==> config.mk <==
export PLATFORM = sky130hd
export DESIGN_NAME = squeeze_serializer
export DESIGN_NICKNAME = d
export VERILOG_FILES = /design/src/rtl/squeeze_serializer.sv
export SDC_FILE = /design/constraint.sdc
export NUM_CORES = 2
export LEC_CHECK = 0
export CAP_MARGIN = 10
export CORE_AREA = 2 2 571 573
export CTS_CLUSTER_DIAMETER = 80
export CTS_CLUSTER_SIZE = 20
export DETAILED_ROUTE_END_ITERATION = 8
export DIE_AREA = 0 0 573 575
export MAX_ROUTING_LAYER = met4
export RECOVER_POWER = 50
export SLEW_MARGIN = 5
export SYNTH_ARGS = -nofsm -noshare
export SYNTH_HDL_FRONTEND = slang
export SYNTH_SLANG_ARGS = --single-unit
==> constraint.sdc <==
create_clock -name clk -period 4.3 [get_ports clk]
set_clock_uncertainty 0.2 [all_clocks]
set_input_delay 0.86 -clock clk [delete_from_list [all_inputs] [get_ports clk]]
set_output_delay 0.86 -clock clk [all_outputs]
set_load 0.03 [all_outputs]
==> src/rtl/squeeze_serializer.sv <==
// Squeeze serializer: turns a squeezed Keccak rate block into a stream of
// 64-bit words, trimming the final word to the number of output bits owed.
module squeeze_serializer #(
  parameter int WORD_W        = 64,
  parameter int RATE_SHAKE128 = 1344
) (
  input  logic                     clk,
  input  logic                     rst,
  input  logic                     block_valid,
  output logic                     block_ready,
  input  logic [RATE_SHAKE128-1:0] rate_block,
  input  logic [1:0]               operation_mode,
  input  logic [31:0]              output_size,
  input  logic                     last_block,
  output logic [WORD_W-1:0]        data_out,
  output logic                     data_out_valid,
  input  logic                     data_out_ready,
  output logic                     data_out_last,
  output logic [6:0]               data_out_bits,
  output logic                     mode_error
);

  // Mode encodings shared with the permutation stage.
  localparam logic [1:0] SHAKE128_MODE_VEC = 2'b00;
  localparam logic [1:0] SHAKE256_MODE_VEC = 2'b01;

  typedef enum logic {IDLE, SEND} state_t;

  state_t                   state;
  logic [RATE_SHAKE128-1:0] buffer;
  logic [31:0]              rem_bits;
  logic [4:0]               word_cnt;
  logic                     last_flag;

  logic                     mode_ok;
  logic [4:0]               rate_words;
  logic [32:0]              words_needed;
  logic [4:0]               load_cnt;
  logic                     accept;
  logic                     send_hs;
  logic                     rem_full;
  logic [WORD_W-1:0]        keep_mask;

  // Block acceptance: word count to load and the handshake conditions.
  always_comb begin
    mode_ok      = (operation_mode == SHAKE128_MODE_VEC) ||
                   (operation_mode == SHAKE256_MODE_VEC);
    rate_words   = (operation_mode == SHAKE256_MODE_VEC) ? 5'd17 : 5'd21;
    words_needed = ({1'b0, output_size} + 33'd63) >> 6;
    load_cnt     = (words_needed > {28'd0, rate_words}) ? rate_words
                                                        : words_needed[4:0];
    send_hs      = (state == SEND) && data_out_ready;
    block_ready  = !rst && ((state == IDLE) || (send_hs && (word_cnt == 5'd1)));
    accept       = block_valid && block_ready;
  end

  // Output word view: top of the buffer, trimmed to the bits still owed.
  always_comb begin
    rem_full       = (rem_bits >= 32'd64);
    keep_mask      = rem_full ? {WORD_W{1'b1}} : ~({WORD_W{1'b1}} >> rem_bits[5:0]);
    data_out_valid = !rst && (state == SEND);
    data_out       = '0;
    data_out_bits  = 7'd0;
    data_out_last  = 1'b0;
    if (data_out_valid) begin
      data_out      = buffer[RATE_SHAKE128-1 -: WORD_W] & keep_mask;
      data_out_bits = rem_full ? 7'd64 : {1'b0, rem_bits[5:0]};
      data_out_last = last_flag && (word_cnt == 5'd1);
    end
  end

  // FSM: load on accept, shift one word per handshake, reload back-to-back.
  always_ff @(posedge clk) begin
    if (rst) begin
      state      <= IDLE;
      buffer     <= '0;
      rem_bits   <= 32'd0;
      word_cnt   <= 5'd0;
      last_flag  <= 1'b0;
      mode_error <= 1'b0;
    end else begin
      mode_error <= accept && !mode_ok;
      if (accept) begin
        if (!mode_ok || (load_cnt == 5'd0)) begin
          state    <= IDLE;
          word_cnt <= 5'd0;
        end else begin
          state     <= SEND;
          buffer    <= rate_block;
          rem_bits  <= output_size;
          word_cnt  <= load_cnt;
          last_flag <= last_block;
        end
      end else if (send_hs) begin
        buffer   <= buffer << WORD_W;
        word_cnt <= word_cnt - 5'd1;
        rem_bits <= rem_full ? (rem_bits - 32'd64) : 32'd0;
        if (word_cnt == 5'd1) begin
          state <= IDLE;
        end
      end
    end
  end

endmodule

After elaboration in Yosys (flattened, before gate mapping)
Cells that the tools add are included.

cells by class
  add/sub/neg operators = 3
  reduce and logical (&&, ||, !) cells = 19
  eq/ne operators = 3
  bitwise logic cells = 4
  multiplexer cells = 21
  shifts and indexed selects = 1
  $lt $le $gt $ge = 2

operators with widths
  operator                                                            number
  2-to-1 mux 1344 bit                                                 3
  2-to-1 mux 32 bit                                                   4
  2-to-1 mux 64 bit                                                   2
  bitwise AND 64 bit                                                  1
  inverter 64 bit                                                     1
  right shift 64 x 6 -> 64 bit, first input constant                  1
  adder 32 x 6 -> 33 bit, second input constant                       1
  greater-or-equal comparator 32 x 7 -> 1 bit, second input constant  1
  subtractor 32 x 7 -> 32 bit, second input constant                  1
  > comparator 27 x 5 -> 1 bit                                        1
  2-to-1 mux 5 bit                                                    4
  2-to-1 mux 7 bit                                                    2
  logical AND 1 bit                                                   7
  AND reduction 2 bit                                                 3
  equality test 5 x 1 -> 1 bit, second input constant                 1
  logical NOT 5 bit                                                   1
  2-to-1 mux 1 bit                                                    5
  subtractor 5 x 1 -> 5 bit, second input constant                    1
  nonzero test 2 bit                                                  2
  logical OR 1 bit                                                    3
  2-to-1 mux 3 bit                                                    1
  equality test 2 x 1 -> 1 bit, second input constant                 1
  logical NOT 1 bit                                                   2
  logical NOT 2 bit                                                   1
  2 further kinds                                                     3

word-level totals
  output and inout port bits = 75
  flip-flop bits (word level) = 1384
  word-level logic and storage cells = 59
  input port bits = 1383

Logic depth before layout (Yosys ltp)
  depth after elaboration = 8
  gate-level depth with buffers = 14
  gate-level depth less buffers = 10

Worst setup path after synthesis
OpenSTA, ideal clock, no wires.

  kind = reg2out
  start point = reg rem_bits[6]
  end point = out data_out_bits[4]
  path buffers = 3
  stages on the path, launching flop included = 11
  setup slack = 0.149 ns
  required time = 3.240 ns
  arrival = 3.091 ns
  path through = dfxtp_1 > inv_1 > ha_1 > or4b_2 > nor3_1 > nand4_1 > nor4_1 > clkbuf_1 > clkbuf_1 > clkbuf_1 > and3_1

between the ends
  longest elaborated chain between the ends = 3

RTL lines
  element                                      RTL line  RTL
  start, declared                              31        logic [31:0] rem_bits;
  start signal, assigned                       90        rem_bits <= output_size;
  start signal, assigned                       97        rem_bits <= rem_full ? (rem_bits - 32'd64) : 32'd0;
  greater-or-equal comparator 32 x 7 -> 1 bit  59        rem_full = (rem_bits >= 32'd64);
  2-to-1 mux 7 bit                             67        data_out_bits = rem_full ? 7'd64 : {1'b0, rem_bits[5:0]};
  2-to-1 mux 7 bit                             65        if (data_out_valid) begin
  end, declared                                19        output logic [6:0] data_out_bits,

No other way between the ends.

Worst setup path after layout
  start point = reg rem_bits[7]
  end point = out data_out[53]

between the ends
  longest elaborated chain between the ends = 4

RTL lines
  element                                      RTL line  RTL
  greater-or-equal comparator 32 x 7 -> 1 bit  59
  2-to-1 mux 64 bit                            60        keep_mask = rem_full ? {WORD_W{1'b1}} : ~({WORD_W{1'b1}} >> rem_bits[5:0]);
  bitwise AND 64 bit                           66        data_out = buffer[RATE_SHAKE128-1 -: WORD_W] & keep_mask;
  2-to-1 mux 64 bit                            65
  end, declared                                15        output logic [WORD_W-1:0] data_out,

No other way between the ends.

==> summary.txt <==
Synth
  – Leading cell type by number of instances after synthesis: sky130_fd_sc_hd__nand2_1
  – Portion of synthesized cell area occupied by the leading cell type: a little under half
  – Share of synthesized registers carrying an async set or reset: 0%
  – Proportion of synthesized chip area in sequential cells: between 40% and 50%
  – Register bit total from synthesis: around 1400
  – Post-synthesis instance total: approximately 8000
  – Number of enable flip-flop cells after synthesis: 0
  – Synth unique cells: approximately 60
  – Dominant cells by area after synthesis: sky130_fd_sc_hd__dfxtp_1 46%, sky130_fd_sc_hd__a311oi_1 18%, sky130_fd_sc_hd__nand2_1 17%, sky130_fd_sc_hd__nor2_1 8.2%, sky130_fd_sc_hd__clkbuf_1 4.0%
  – Syn Std Cell Area: between 60000 and 70000 um^2
  – Post-synthesis net count: approximately 9400
  – Top cells by instance count after synthesis: 2728 x sky130_fd_sc_hd__nand2_1, 1384 x sky130_fd_sc_hd__dfxtp_1, 1323 x sky130_fd_sc_hd__nor2_1, 1272 x sky130_fd_sc_hd__a311oi_1, 644 x sky130_fd_sc_hd__clkbuf_1
  – Flip-flop cell with the highest count after synthesis: sky130_fd_sc_hd__dfxtp_1
  – Mapped Avg Cell Area: around 7.5 um^2
  – Synth warn: 0
  – Cell type with the highest aggregate area in the netlist: sky130_fd_sc_hd__dfxtp_1

Floorplanning
  – Initial cell density of the core: between 10% and 20%
  – Total Die Area: 329000 um^2
  – Die Width: 573 um
  – Die Height: around 580 um
  – Placeable Area: about 320000 um^2
  – Number of standard-cell rows in the floorplan: roughly 210
  – Number of primary I/O pins: ~1500

Critical path
  – Startpoint Class: register
  – Start-to-end type of the worst setup path: reg2out
  – Worst EP required: about 3200 ps
  – Type of destination of the critical path: primary output
  – Worst path arrival time: roughly 3600 ps
  – Critical Path Fanout Max: 10

Detailed routing
  – Total wirelength of the detailed-routed design: between 300000 and 400000 um
  – Pre-antenna DRT Iters: 6
  – Post-route antenna net violation count: 0
  – 1st-iter DRT viols: slightly below 7000
  – Total number of vias: about 64000
  – DR vias/cell: 4.73
  – Remaining routing DRC violations: 0
  – Per-cell routed wire length: 25.1 um

STA
  – Post-Route Setup TNS: -45440 ps
  – Least-Margin Pin Slew: approximately 1100 ps
  – Min Clock Period, post-route: between 4000 and 5000 ps
  – Count of endpoints failing hold in the final timing report: 0
  – Highest clock frequency the design can meet: roughly 0.22 GHz
  – Setup repair after global routing missed its margin: true
  – Relative slew slack: 25.1%
  – Setup-violating endpoint count in the final report: approximately 780
  – Minimum hold slack: roughly 240 ps
  – Post-layout worst setup margin: -341 ps
  – Final worst path period share: 108%
  – Number of max-slew violations in the final report: 0

Clocking
  – Post-CTS clock slew at the launch and capture registers of the worst setup and hold paths: around 100 ps
  – Clock latency reported for the late side of the worst-skew pair: ~840 ps
  – Root Buffer Master: sky130_fd_sc_hd__clkbuf_16
  – Maximum level of the CTS H-tree: 3
  – Clock tree from TritonCTS: built
  – Clk sink count: 1384
  – Bufs on Longest Clock Path: 4
  – Cts bufs inserted: slightly above 100

Place
  – IO buf count: approximately 1500
  – Post-placement cell count: about 13000
  – GP Congestion: 0.962
  – HPWL after DPL: 273000 um

Cells and area
  – Number of standard cells in the layout, taps in and fillers out: roughly 14000
  – Layout cell share with drive strength beyond 1: between 7 and 8%
  – Relative area change from synthesis to final layout: 41.2%
  – Post-layout util: 26.4%
  – Final layout net count: ~11000

Global routing
  – Overall overflow remaining after global route: 0
  – Total global-route track usage: approximately 20%
  – Antenna violations before repair: just over 100
  – Wire length of the first global-routing pass: 465000 um
  – Maximum number of pins on one net before global-route repair: 216
  – Via count of the first global-routing pass: 60100

Pwr
  – IR drop worst, VDD: 0.000298 V
  – Areal power density over the cells: ~360 nW/um^2
  – Total Power: ~30 mW
  – Leak pwr: ~27 nW

Min path
  – Worst hold path type: reg2reg

Run status
  – Result of the run: complete, but fails checks
  – Failing checks: setup timing

Flow run
  – Max-capacitance violation count: 0
cell families after synthesis:
| kind of cell | after synthesis | share of synthesized area, % |
|---|---|---|
| and+or+nand+nor | 4273 | 27.3 |
| AOI/OAI and AO/OA | 1539 | 21.2 |
| xor gates and xnor gates | 18 | 0.261 |
| adders and majority gates | 5 | 0.104 |
| buffers and inverters | 797 | 5.22 |
| DFF | 1384 | 45.9 |
| muxes | 1 | 0.0166 |
timing repair:
action,CTS,global route
setup buffers,13,8
cloned,1,1
hold buffers,1,0
endpoints found under the setup margin,71,72
resized for setup,173,48
endpoints found under the hold margin,3,0
pin swaps,19,12
sequential cells by signal, indices dropped and copies added (netlist names):
register and cells:
state 1, last_flag 1, rem_bits 32, mode_error 1, buffer 1344, word_cnt 5
critical path, stage by stage (launching register included):
cell and delay, ps:
sky130_fd_sc_hd__dfxtp_2 330, sky130_fd_sc_hd__inv_2 70, sky130_fd_sc_hd__ha_4 130, sky130_fd_sc_hd__or4b_4 470
sky130_fd_sc_hd__nor3_2 120, sky130_fd_sc_hd__buf_4 140, sky130_fd_sc_hd__nand4_1 160, sky130_fd_sc_hd__nor4_4 320
sky130_fd_sc_hd__buf_6 190, sky130_fd_sc_hd__nor2b_4 150, sky130_fd_sc_hd__buf_6 130, sky130_fd_sc_hd__buf_4 200
sky130_fd_sc_hd__a21oi_1 150, sky130_fd_sc_hd__buf_4 200
metrics by stage:
stage | setup slack, ps | area (um^2)
floorplan | 149 | 60400
global placement | -553 | 81100
detailed placement | -574 | 81100
CTS | -526 | 85000
global route | -543 | 85300
finish | -341 | 85300
power by group:
part           switching [mW]  internal (mW)
clock                    5.43           4.96
combinational            3.29           2.67
sequential              0.769           13.7
total                    9.49           21.3
worst paths after layout:
kind	from	to	slack, ps	depth (start not counted)
max	rem_bits[7]	data_out[53]	-340	13
min	buffer[751]	buffer[815]	240	2
max reg2reg	word_cnt[1]	buffer[281]	-60	11
min reg2reg	buffer[751]	buffer[815]	240	2
cells in the final DEF (no fill, tap or decap), drive strengths merged, types with 4 or more instances in the layout:
| cell type | Yosys | routed |
|---|---|---|
| xor2 | 6 | 6 |
| buf | 140 | 427 |
| and3 | 39 | 39 |
| nand2b | 4 | 4 |
| diode | 0 | 67 |
| inv | 12 | 31 |
| nand4 | 10 | 10 |
| o21a | 4 | 4 |
| nor3 | 27 | 27 |
| dfxtp | 1384 | 1384 |
| clkinv | 0 | 14 |
| ha | 5 | 5 |
| o21ai | 43 | 43 |
| bufinv | 0 | 6 |
| nand3 | 85 | 85 |
| nand2 | 2728 | 2728 |
| dlygate4sd3 | 0 | 4 |
| a311oi | 1282 | 1282 |
| nor2 | 1323 | 1323 |
| or4 | 10 | 10 |
| or2 | 11 | 11 |
| xnor2 | 12 | 12 |
| o211a | 5 | 5 |
| o31ai | 10 | 10 |
| nor2b | 6 | 6 |
| clkdlybuf4s50 | 0 | 1382 |
| clkbuf | 645 | 117 |
| a211oi | 12 | 12 |
| nor4 | 16 | 16 |
| a31oi | 8 | 8 |
| and2 | 5 | 5 |
| a21oi | 139 | 139 |
| o211ai | 4 | 4 |
area by class of cell:
| type | instances | area (um^2) |
|---|---|---|
| fill | 35600 | 238000 |
| multi-input combinational | 5836 | 30000 |
| sequential | 1384 | 27700 |
| timing repair buffer | 1819 | 18700 |
| tap | 4325 | 5410 |
| clock buffer | 111 | 2650 |
| clock inverter | 40 | 659 |
| antenna | 67 | 168 |
| inverter | 12 | 45.0 |
layer usage:
layer / wire length (um) / part of all wire [%] / vias to the layer above / track usage [%]
li1: - / - / 30300 / -
met1: 143000 / 42 / 30700 / 25.0
met2: 160000 / 47 / 2800 / 32.8
met3: 22800 / 6.7 / 436 / 3.08
met4: 15500 / 4.5 / 0 / 8.41
met5: 0 / 0 / - / -
Note: power is estimated with default switching activity, not from simulation.
==> patch: new RTL, same settings <==
Change the localparam `SHAKE128_MODE_VEC` from 2'b00 to 2'b01.
--- a/src/rtl/squeeze_serializer.sv
+++ b/src/rtl/squeeze_serializer.sv
@@ -21,7 +21,7 @@
 );
 
   // Mode encodings shared with the permutation stage.
-  localparam logic [1:0] SHAKE128_MODE_VEC = 2'b00;
+  localparam logic [1:0] SHAKE128_MODE_VEC = 2'b01;
   localparam logic [1:0] SHAKE256_MODE_VEC = 2'b01;
 
   typedef enum logic {IDLE, SEND} state_t;
Check against the original RTL: not settled (the Yosys comparison gave no result); the edit may change what the design does.
==> patch against the unedited design <==
  * The flow still finishes with violations (setup timing)
  * Routed wire length rose by 2.3%
  * Die area stayed put
  * Sequential power is 4% lower
  * Clock power rose by 5%
  * Design area up 9.5%
  * Area after synthesis up 15%
  * Total power increased by 0.46%
  * Via count is 0.32% higher
  * Setup slack improved by 0.29 ns
  * Core utilization up 2.5 points
  * Sequential cell count unchanged
  * Critical path type is now primary input to flop
  * Largest power group unchanged
  * Highest routed layer unchanged
==> patch: results (changes against the unedited design) <==
| Metric | Value |
|---|---|
| Pin count of the biggest net entering global routing | 178 (was 216) |
| Top delay family on crit path | buffers and inverters (was simple AND/OR/NAND/NOR gates) |
| Power Internal | 21,200 uW (was 21,300 uW) |
| NonClk Buf Share | 0.197 (was 0.219) |
| Worst r2r src | word_cnt[0]$_SDFFE_PP0P_ (was word_cnt[1]$_SDFFE_PP0P_) |
| Fin nets | 10,500 (about the same) |
| Final WS setup | -0.0540 ns (was -0.341 ns) |
| Routing usage on met2 | 0.336 (was 0.328) |
| Worst reg2reg path depth | 13 (was 11) |
| Clock latency at the later pin of the worst-skew pair | 0.88 ns (was 0.84 ns) |
| WL met1 | 149,000 um (was 143,000 um) |
| Fraction of area in registers | 0.297 (was 0.325) |
| DR vias | 64,500 (was 64,300) |
| Status | finished with violations (unchanged) |
| Multi-input gate share of total cell area | 0.407 (was 0.352) |
| Most frequent cells after synthesis | nand2_1 (2,753), dfxtp_1 (1,384), nor2_1 (1,346) (was nand2_1 (2,728), dfxtp_1 (1,384), nor2_1 (1,323)) |
| Initial antenna violation count | 104 (was 102) |
| Mapped Nets | 9,415 (was 9,405) |
| Critical Path AT | 4.89 ns (was 3.58 ns) |
| Number of buffers created by CTS | 107 (was 101) |
| Failing checks | setup timing (unchanged) |
| Setup total negative slack | -0.975 ns (was -45.44 ns) |
| Clock share of power | 0.351 (was 0.337) |
| Setup-failing EPs final | 54 (was 776) |
| Routed wl met2 | 164,000 um (was 160,000 um) |
| Hold WC Path Type | primary input to flop (was flop to flop) |
| Wire length per cell | 25.6 um (was 25.1 um) |
| First-pass GRT wire length | 477,000 um (was 465,000 um) |
| Hold Crit Depth | 3 (was 2) |
| Crit path max-delay cell type | clkdlybuf4s50_1 (was or4b_4) |
patch: logic make-up (layout without fill, tap and decap cells):
family | after synthesis | in the layout | share of synthesized area
and+or+nand+nor | 4316 | 4316 | 0.239
AOI/OAI and AO/OA | 1502 | 1502 | 0.297
DFF | 1384 | 1384 | 0.399
buffers and inverters | 799 | 1995 | 0.0610
xor gates and xnor gates | 14 | 14 | 0.00177
muxes | 7 | 7 | 0.00103
adders and majority gates | 5 | 5 | 0.000901
other | 0 | 78 | 0
patch: metrics by stage:
step / instances / hold slack, ns / setup WS, ns / area, um^2 / total power [uW]
6_report: 13600 / 0.175 / -0.0540 / 93400 / 31000
2_1_floorplan: 8027 / 0.232 / 0.0363 / 69400 / 17200
3_3_place_gp: 13300 / 0.243 / -1.29 / 88600 / 20000
4_1_cts: 13500 / 0.157 / -0.144 / 92700 / 31100
5_1_grt: 13600 / 0.157 / -0.173 / 93400 / 32100
3_5_place_dp: 13300 / 0.246 / -1.26 / 88600 / 20000
